===== config.mk =====
export PLATFORM = sky130hd
export DESIGN_NAME = systolic_result_drain
export DESIGN_NICKNAME = d
export VERILOG_FILES = /design/src/rtl/systolic_pkg.sv /design/src/rtl/result_bank.sv /design/src/rtl/systolic_result_drain.sv
export SDC_FILE = /design/constraint.sdc
export NUM_CORES = 1
export LEC_CHECK = 0
export ABC_AREA = 1
export ABC_CLOCK_PERIOD_IN_PS = 2060
export CORE_MARGIN = 3
export CORE_UTILIZATION = 51
export DETAILED_ROUTE_END_ITERATION = 6
export PLACE_DENSITY = 0.8
export SKIP_LAST_GASP = 1
export SLEW_MARGIN = 20
export SYNTH_ARGS = -nofsm -noshare
export SYNTH_HDL_FRONTEND = slang
export SYNTH_SLANG_ARGS = --single-unit

===== constraint.sdc =====
create_clock -name i_clock -period 2.06 [get_ports i_clock]
set_input_delay 0.412 -clock i_clock [delete_from_list [all_inputs] [get_ports i_clock]]
set_output_delay 0.412 -clock i_clock [all_outputs]
set_load 0.01 [all_outputs]

===== src/rtl/systolic_pkg.sv =====
// Shared types and size helpers for the systolic MAC array and its result drain.
package systolic_pkg;

  typedef enum logic [1:0] {
    IDLE    = 2'd0,
    COLLECT = 2'd1,
    DRAIN   = 2'd2
  } drain_state_t;

  function automatic int npe_of(input int dim);
    return dim * dim;
  endfunction

  // Width of a pointer over all PEs; at least one bit so a 1x1 array still builds.
  function automatic int idx_bits_of(input int dim);
    return (dim * dim > 1) ? $clog2(dim * dim) : 1;
  endfunction

endpackage


===== src/rtl/result_bank.sv =====
// Per-PE snapshot registers with captured flags and a read mux on the drain pointer.
module result_bank #(
  parameter int NPE      = 16,
  parameter int W        = 21,
  parameter int IDX_BITS = 4
) (
  input  logic                i_clock,
  input  logic                i_reset,
  input  logic [NPE-1:0]      i_we,
  input  logic [NPE*W-1:0]    i_wdata,
  input  logic                i_clear,
  input  logic [IDX_BITS-1:0] i_ptr,
  output logic [NPE-1:0]      o_captured,
  output logic [W-1:0]        o_rdata
);

  logic [NPE-1:0][W-1:0] bank_w;

  for (genvar k = 0; k < NPE; k++) begin : g_ent
    logic [W-1:0] word_q;
    logic         cap_q;

    always_ff @(posedge i_clock or negedge i_reset) begin
      if (!i_reset) begin
        word_q <= '0;
        cap_q  <= 1'b0;
      end else begin
        if (i_we[k]) word_q <= i_wdata[k*W +: W];
        if (i_clear)     cap_q <= 1'b0;
        else if (i_we[k]) cap_q <= 1'b1;
      end
    end

    assign bank_w[k]     = word_q;
    assign o_captured[k] = cap_q;
  end

  assign o_rdata = bank_w[i_ptr];

endmodule


===== src/rtl/systolic_result_drain.sv =====
// Collects PE accumulator snapshots as finish flags arrive, then streams them row-major.
// Optional RESULT_DRAIN_INDEX_EN adds o_index carrying the drain pointer.
module systolic_result_drain
  import systolic_pkg::*;
#(
  parameter int  DIMENSION  = 4,
  parameter int  REG_C_BITS = 21,
  localparam int NPE        = npe_of(DIMENSION),
  localparam int IDX_BITS   = idx_bits_of(DIMENSION)
) (
  input  logic                      i_clock,
  input  logic                      i_reset,
  input  logic                      i_valid,
  input  logic [NPE-1:0]            i_finish,
  input  logic [NPE*REG_C_BITS-1:0] i_c,
  output logic [REG_C_BITS-1:0]     o_data,
  output logic                      o_valid,
  input  logic                      i_ready,
`ifdef RESULT_DRAIN_INDEX_EN
  output logic [IDX_BITS-1:0]       o_index,
`endif
  output logic                      o_busy,
  output logic                      o_overflow,
  input  logic                      i_clear_overflow
);

  drain_state_t          state_q, state_d;
  logic [NPE-1:0]        captured, fin_v, cap_we;
  logic [IDX_BITS-1:0]   ptr_q, ptr_d;
  logic                  ovf_q, ovf_d, ovf_set;
  logic [REG_C_BITS-1:0] rdata;
  logic                  all_cap, xfer, last, clr_cap;

  assign fin_v   = i_valid ? i_finish : '0;
  assign cap_we  = (state_q != DRAIN) ? (fin_v & ~captured) : '0;
  assign all_cap = &(captured | cap_we);
  assign xfer    = (state_q == DRAIN) && i_ready;
  assign last    = (ptr_q == IDX_BITS'(NPE - 1));
  assign clr_cap = xfer && last;

  result_bank #(
    .NPE      (NPE),
    .W        (REG_C_BITS),
    .IDX_BITS (IDX_BITS)
  ) u_bank (
    .i_clock    (i_clock),
    .i_reset    (i_reset),
    .i_we       (cap_we),
    .i_wdata    (i_c),
    .i_clear    (clr_cap),
    .i_ptr      (ptr_q),
    .o_captured (captured),
    .o_rdata    (rdata)
  );

  always_ff @(posedge i_clock or negedge i_reset) begin
    if (!i_reset) state_q <= IDLE;
    else          state_q <= state_d;
  end

  always_comb begin
    state_d = state_q;
    unique case (state_q)
      IDLE:    if (|cap_we) state_d = all_cap ? DRAIN : COLLECT;
      COLLECT: if (all_cap) state_d = DRAIN;
      DRAIN:   if (clr_cap) state_d = IDLE;
      default: state_d = IDLE;
    endcase
  end

  always_comb begin
    o_valid = (state_q == DRAIN);
    o_busy  = (state_q != IDLE);
    o_data  = o_valid ? rdata : '0;
  end

  // Drops and repeats are both reported; in DRAIN the capture path is closed so any finish is lost.
  assign ovf_set = ((state_q == DRAIN) && (|fin_v)) ||
                   ((state_q == COLLECT) && (|(fin_v & captured)));

  always_comb begin
    ptr_d = ptr_q;
    if (xfer) ptr_d = last ? '0 : ptr_q + 1'b1;
    ovf_d = ovf_q;
    if (ovf_set)               ovf_d = 1'b1;
    else if (i_clear_overflow) ovf_d = 1'b0;
  end

  always_ff @(posedge i_clock or negedge i_reset) begin
    if (!i_reset) begin
      ptr_q <= '0;
      ovf_q <= 1'b0;
    end else begin
      ptr_q <= ptr_d;
      ovf_q <= ovf_d;
    end
  end

  assign o_overflow = ovf_q;

`ifdef RESULT_DRAIN_INDEX_EN
  assign o_index = ptr_q;
`endif

endmodule


==> summary.txt, run 1 <==
Timing
  – Final Cycle Share: 142%
  – Worst slew margin: 63.2%
  – Worst Tran Pin Value: 552 ps
  – # setup viols final: 21
  – Worst Slack Setup Final: -856 ps
  – Slew Limit Fails: 0
  – Min Clock Period, post-route: 2920 ps
  – Hold slack: 400 ps
  – Setup Skew: 12.3 ps
  – Final Hold Fails: 0
  – RSZ-0062 raised after global routing: true
  – Fmax: 343 MHz

CTS
  – CTS tree: yes
  – Clock tree buffer depth: 3
  – Clock net sink count: 359
  – Max H-tree Level: 2
  – Num CTS Buffers: 40
  – Worst-Skew Late Latency: 540 ps
  – Reg clk slew, reported paths: 60 ps
  – Clock root cell: clkbuf_16

Placement
  – DPL Wire Length: 47.7 mm
  – GP Congestion: 1.04
  – Post-DP Area: 22,700 um2
  – Placed Instances: 3,174
  – IO buf count: 380

GRT
  – Number of global-route vias before repair: 18,300
  – Largest net degree at the start of global routing: 55
  – GRT overflow: 0
  – GRT Util Overall: 37.3%
  – Initial antenna violation count: 2
  – Global-route wire length before repair: 104 mm

Final layout
  – Final Util: 76.5%
  – Multi-input gate area: 7650 um2
  – Most frequent cells in the layout: nand2_1, clkdlybuf4s50_1, dfrtp_1
  – Fraction of layout cells with a size suffix above 1: 15.3%
  – Filler cells: 2,379
  – Final cell count without fillers: 3,290
  – Commonest non-fill, non-tap cell in the layout: nand2_1
  – FF/Latch Area: 8990 um2
  – Design area: 25,300 um2
  – Area Overhead vs Synth: 46.0%
  – Nets: 3,179

Critical path
  – Critical path startpoint category: flip-flop
  – Critical Path AT: 2500 ps
  – CP endpoint kind: output port
  – Reg2reg start: ptr_q[0]$_DFFE_PN0P_
  – Crit path launch: ptr_q[0]$_DFFE_PN0P_
  – Reg2Reg Setup Slack: 100 ps
  – Worst-path fanout max: 6
  – Critical path class: reg2out
  – Worst Reg-to-Reg Cells: 11
  – Worst R2R End: state_q[0]$_DFFE_PN0P_
  – Worst setup path endpoint: o_data[9]
  – WP data required: 1650 ps

Logic synthesis
  – Synth unique cells: 33
  – Number of synthesized flops with an enable pin: 0
  – Register area share after synthesis: 51.9%
  – Async S/R FF share, synth: 100%
  – Synth Warn #: 0
  – Post-synth top flop: dfrtp_1
  – Net Count, Synth: 2,660
  – Cell taking the most area after synthesis: dfrtp_1
  – Largest cells by area after synthesis: dfrtp_1, nand2_1, nor2_1, o21ai_0, o211ai_1
  – Syn Inst Count: 2,302
  – Syn Std Cell Area: 17,300 um2
  – Mean Syn Cell Area: 7.52 um2
  – Yosys top cell area share: 51.9%
  – Flops & latches, synth: 359

Hold path
  – Hold path depth: 3
  – Worst min-delay path class: in2reg

Power
  – Power Total: 0.0151 W
  – PwrDens: 597 nW/um2
  – Leak: 13.2 nW
  – Worst vdd ir: 609 uV

Die
  – Number of cell rows: 66
  – Die Width: 190 um
  – Initial Util: 52.4%
  – Die height: 190 um
  – Core footprint: 33,000 um2
  – Die area: 36,200 um2
  – I/O Pins: 381

Detailed routing
  – DR vias: 18,300
  – Number of DRC markers in iteration 0: 1,979
  – DRC: 3
  – Avg WL per Cell: 20.9 um
  – Post-route ant nets: 0
  – Vias per cell: 5.56
  – DRT Pass-1 Iters: 7
  – Drt total wl: 68.9 mm

Job
  – Max cap viols: 0

Run status
  – Run status: finished with violations
  – Failing checks: design-rule violations, negative setup slack
[how the worst min path moves through the flow]
stage / to / slack [ps] / start
5_1_grt: u_bank.g_ent[7].word_q[8]$_DFFE_PN0P_ / 420 / i_c[155]
3_5_place_dp: u_bank.g_ent[5].word_q[1]$_DFFE_PN0P_ / 390 / i_reset
4_1_cts: u_bank.g_ent[14].word_q[14]$_DFFE_PN0P_ / 390 / i_c[308]
6_report: u_bank.g_ent[14].word_q[14]$_DFFE_PN0P_ / 400 / i_c[308]
3_3_place_gp: u_bank.g_ent[5].word_q[1]$_DFFE_PN0P_ / 400 / i_reset
2_1_floorplan: o_overflow$_DFFE_PN0P_ / 120 / i_reset
[registers in the layout (all words and copies together), names as in the netlist]
register,cells
state_q,2
o_overflow,1
u_bank.g_ent.word_q,336
ptr_q,4
u_bank.g_ent.cap_q,16
[logic make-up after synthesis]
logic type / Yosys count / share of synthesized area [%]
simple gates: 1421 / 31.9
flops: 359 / 51.9
compound gates: 303 / 10.1
buf+inv: 216 / 5.93
xor+xnor: 2 / 0.101
fa+ha+maj: 1 / 0.0723
[through the flow]
stage	setup slack (ps)	TNS (ps)
2_1_floorplan	254	0
3_3_place_gp	-812	-17050
3_5_place_dp	-838	-16930
4_1_cts	-794	-15460
5_1_grt	-895	-17170
6_report	-856	-16200
[critical path: stages, from the launching register on]
cell and delay [ps]:
dfrtp_4 500, buf_6 130, buf_6 120, buf_16 120
nor2_1 50, nor2_1 120, o21ai_2 80, o211ai_1 140
buf_4 170, o211ai_1 100, a21oi_2 240, buf_2 170
[timing repair]
action,in CTS,in global routing
setup endpoints to repair,23,24
hold buffers,1,0
pin swaps,69,72
endpoints found under the hold margin,43,0
gates cloned,15,6
buffers inserted,31,12
resized for setup,224,87
[report_power, final]
part | switching, W | total, W | internal (W)
Sequential | 0 | 0.00705 | 0.00705
Combinational | 0.000364 | 0.00102 | 0.000661
Clock | 0.00292 | 0.00700 | 0.00408
Total | 0.00328 | 0.0151 | 0.0118
[layer usage]
metal / share of wire (%) / vias to the layer above / GRT usage, % / wire, um
met5: 0 / - / 0 / 0
met4: 5.5 / 0 / 17.8 / 3780
met3: 8.6 / 221 / 5.66 / 5900
met2: 46 / 1094 / 59.7 / 32000
met1: 40 / 8704 / 50.2 / 27200
li1: - / 8269 / - / -
[area by class of cell]
cell class | instances | area share [%]
antenna | 2 | 0.0198
clock buffer | 58 | 4.67
clock inverter | 9 | 0.317
inverter | 75 | 1.16
multi-input combinational | 1727 | 30.3
sequential | 359 | 35.6
tap | 442 | 2.19
timing repair buffer | 617 | 25.8
timing repair inverter | 1 | 0.0347
[cell usage after synthesis, types with 2 or more instances]
library cell  instances
inv_1                61
nand3_2               9
buf_12                2
nand4_1               3
xor2_1                2
clkbuf_2              2
o21ai_0             177
o21ai_1              12
nor2_1              271
nand2_1            1088
buf_4                13
inv_2                12
o221ai_1              3
nand3_1              37
buf_2                58
o211ai_1             80
buf_6                 6
o22ai_1               8
a21oi_1              21
clkbuf_1             59
nand2_4               8
dfrtp_1             359
Power figures use the tool's default switching activity.
==> inputs of run 2 (changes only) <==
Settings changed: CELL_PAD_IN_SITES_DETAIL_PLACEMENT from default to 2, CELL_PAD_IN_SITES_GLOBAL_PLACEMENT from default to 2, CORE_UTILIZATION 51 to 29, PLACE_DENSITY 0.8 to default, PLACE_DENSITY_LB_ADDON from default to 0.1.
==> run 2 against run 1 <==
The run ends with negative setup slack left. First-iteration DRC count decreased by 51%. Via count decreased by 0.85%. Clock skew decreased by 0.93 ps. Flip-flop and latch count unchanged. Global-route usage decreased by 10 points. Fmax decreased by 0.46%. Critical path depth decreased by 3.
==> summary.txt, run 2 (synthesis gave the netlist of run 1 again) <==
Final layout
  – Design area: 25,900 um2 (+2.5%)
  – Biggest register: u_bank.g_ent.word_q
  – Fraction of layout cells with a size suffix above 1: 15.6% (+0.29 points)
  – Final Util: 44.4% (-32 points)
  – Area Overhead vs Synth: 49.6%
  – Most frequent cells in the layout: nand2_1, clkdlybuf4s50_1, dfrtp_1
  – Final cell count without fillers: 3,622 (+10%)
  – Commonest non-fill, non-tap cell in the layout: nand2_1
  – Max reg flops: 336 (unchanged)
  – Nets: 3,183 (+0.13%)
  – Antenna cell count: 0 (-2)
  – Top Registers: u_bank.g_ent.word_q x336, u_bank.g_ent.cap_q x16, ptr_q x4

Critical path
  – Crit path top cell by count: buf_6
  – Crit path max-delay family: compound AO/OA/AOI/OAI gates
  – Critical path class: reg2out
  – Worst-path fanout max: 9 (+3)
  – Reg2Reg Setup Slack: 110 ps (about the same)
  – Worst setup path endpoint: o_data[11]
  – WP data required: 1650 ps (about the same)
  – Crit path launch: ptr_q[0]$_DFFE_PN0P_
  – Max incr delay on CP: 500 ps (about the same)
  – Worst R2R End: state_q[1]$_DFFE_PN0P_
  – Reg2reg start: state_q[0]$_DFFE_PN0P_
  – Critical-path cell list: buf_12 > buf_8 > o21ai_0 > o211ai_1 > nand3_2 > a21oi_2 > buf_6 > buf_6
  – Critical path startpoint category: flip-flop
  – Buf/Inv on CP: 4 (-1)
  – Critical path depth in cells: 8 (-3)
  – Slowest CP cell: dfrtp_4
  – Critical Path AT: 2520 ps (+20 ps)
  – Worst Reg-to-Reg Cells: 12 (+1)
  – CP endpoint kind: output port

GRT
  – Initial antenna violation count: 0 (-2)
  – GRT Util Overall: 26.8% (-10 points)
  – Largest net degree at the start of global routing: 66 (+20%)
  – Number of global-route vias before repair: 20,500 (+12%)
  – GRT overflow: 0 (unchanged)
  – Global-route wire length before repair: 128 mm (+24%)

Run status
  – Run status: finished with violations
  – Failing checks: negative setup slack

Timing
  – Final Cycle Share: 142% (+0.65 points)
  – Min Clock Period, post-route: 2930 ps (+13.4 ps)
  – Slew Limit Fails: 0 (unchanged)
  – Setup Skew: 11.3 ps (-0.931 ps)
  – Worst Slack Setup Final: -869 ps (-13.4 ps)
  – Worst Tran Pin Value: 504 ps (-48.0 ps)
  – Final Hold Fails: 0 (unchanged)
  – RSZ-0062 raised after global routing: true
  – Worst slew margin: 66.2% (+3.1 points)
  – Fmax: 341 MHz (-0.46%)
  – # setup viols final: 21 (unchanged)

Power
  – Leak: 13.3 nW (+0.57%)
  – Worst vdd ir: 539 uV (-12%)
  – Power Total: 0.0161 W (+6.8%)
  – PwrDens: 622 nW/um2 (+4.3%)

Detailed routing
  – Number of DRC markers in iteration 0: 971 (-51%)
  – Post-route ant nets: 0 (unchanged)
  – Vias per cell: 5.01 (-9.9%)
  – Drt total wl: 86.3 mm (+25%)
  – DR vias: 18,100 (-0.85%)
  – DRT Pass-1 Iters: 5 (-2)
  – DRC: 0 (-3)
  – Avg WL per Cell: 23.8 um (+14%)

Placement
  – Placed Instances: 3,507 (+10%)
  – DPL Wire Length: 62.0 mm (+30%)
  – Setup slack at placement: -991 ps (-154 ps)
  – GP Congestion: 0.874 (-16%)
  – IO buf count: 380 (unchanged)
  – Post-DP Area: 23,300 um2 (+2.6%)

Die
  – I/O Pins: 381 (unchanged)
  – Core footprint: 58,400 um2 (+77%)
  – Die Width: 250 um (+32%)
  – Die height: 250 um (+32%)
  – Initial Util: 29.7% (-23 points)
  – Number of cell rows: 88 (+33%)
  – Die area: 62,700 um2 (+73%)

Job
  – Max cap viols: 0 (unchanged)

CTS
  – Clock tree buffer depth: 3 (unchanged)
  – Num CTS Buffers: 45 (+13%)
  – Worst-Skew Late Latency: 570 ps (+30 ps)
  – CTS tree: yes
  – Reg clk slew, reported paths: 60 ps (about the same)
  – Clock net sink count: 359 (unchanged)
  – Clock root cell: clkbuf_16
  – Max H-tree Level: 2 (unchanged)

Hold path
  – Worst min-delay path class: in2async
-- run 2: where the power goes --
part           leakage (nW)  internal (W)  switching (W)
Sequential             4.91       0.00705              0
Combinational          7.70      0.000665       0.000390
Clock                 0.715       0.00469        0.00331
-- run 2: cell type report --
class                           instances  area, um2
Clock buffer                           57       1220
Clock inverter                         22        225
Fill cell                            6539      32500
Inverter                               75        317
Multi-Input combinational cell       1727       7640
Sequential cell                       359       8990
Tap cell                              765        957
Timing Repair Buffer                  613       6470
Timing Repair inverter                  4       75.1
-- run 2: worst min-delay path by stage --
stage	start	end	slack (ps)
floorplan	i_reset	o_overflow$_DFFE_PN0P_	120
global placement	i_reset	u_bank.g_ent[4].word_q[6]$_DFFE_PN0P_	360
detailed placement	i_reset	u_bank.g_ent[4].word_q[6]$_DFFE_PN0P_	360
CTS	i_reset	u_bank.g_ent[6].word_q[2]$_DFFE_PN0P_	330
global route	i_reset	u_bank.g_ent[4].word_q[6]$_DFFE_PN0P_	360
finish	i_reset	u_bank.g_ent[4].word_q[6]$_DFFE_PN0P_	340
-- run 2: stage by stage --
stage	TNS, ps	hold slack [ps]
after floorplan	0	116
after global placement	-39400	357
after detailed placement	-53020	358
after CTS	-18080	333
after global routing	-19190	360
final	-17090	345
-- run 2: worst register-to-register path, cell delays in order (launching register included) --
cell and delay [ps]:
dfrtp_1 390, inv_2 80, nand2_4 100, buf_12 150, buf_4 150, nand3_1 160, inv_1 230, nor2_1 190
nand2_1 80, nor2_1 90, nand2_1 90, inv_1 90, a21oi_2 40
-- run 2: timing repair --
action,in CTS,in global routing
setup endpoints to repair,29,44
resized for setup,222,89
endpoints found under the hold margin,32,0
cloned,12,6
buffers inserted,18,11
pin swaps,61,72
hold buffers,1,0
-- run 2: per-layer routing --
metal / vias up / share of wire, % / global-route usage (%) / routed length (um)
li1: 8269 / - / - / -
met1: 9340 / 43 / 34.2 / 36800
met2: 429 / 51 / 48.4 / 44100
met3: 95 / 4.1 / 3.51 / 3540
met4: 0 / 2.2 / 5.80 / 1900
met5: - / 0 / 0 / 0
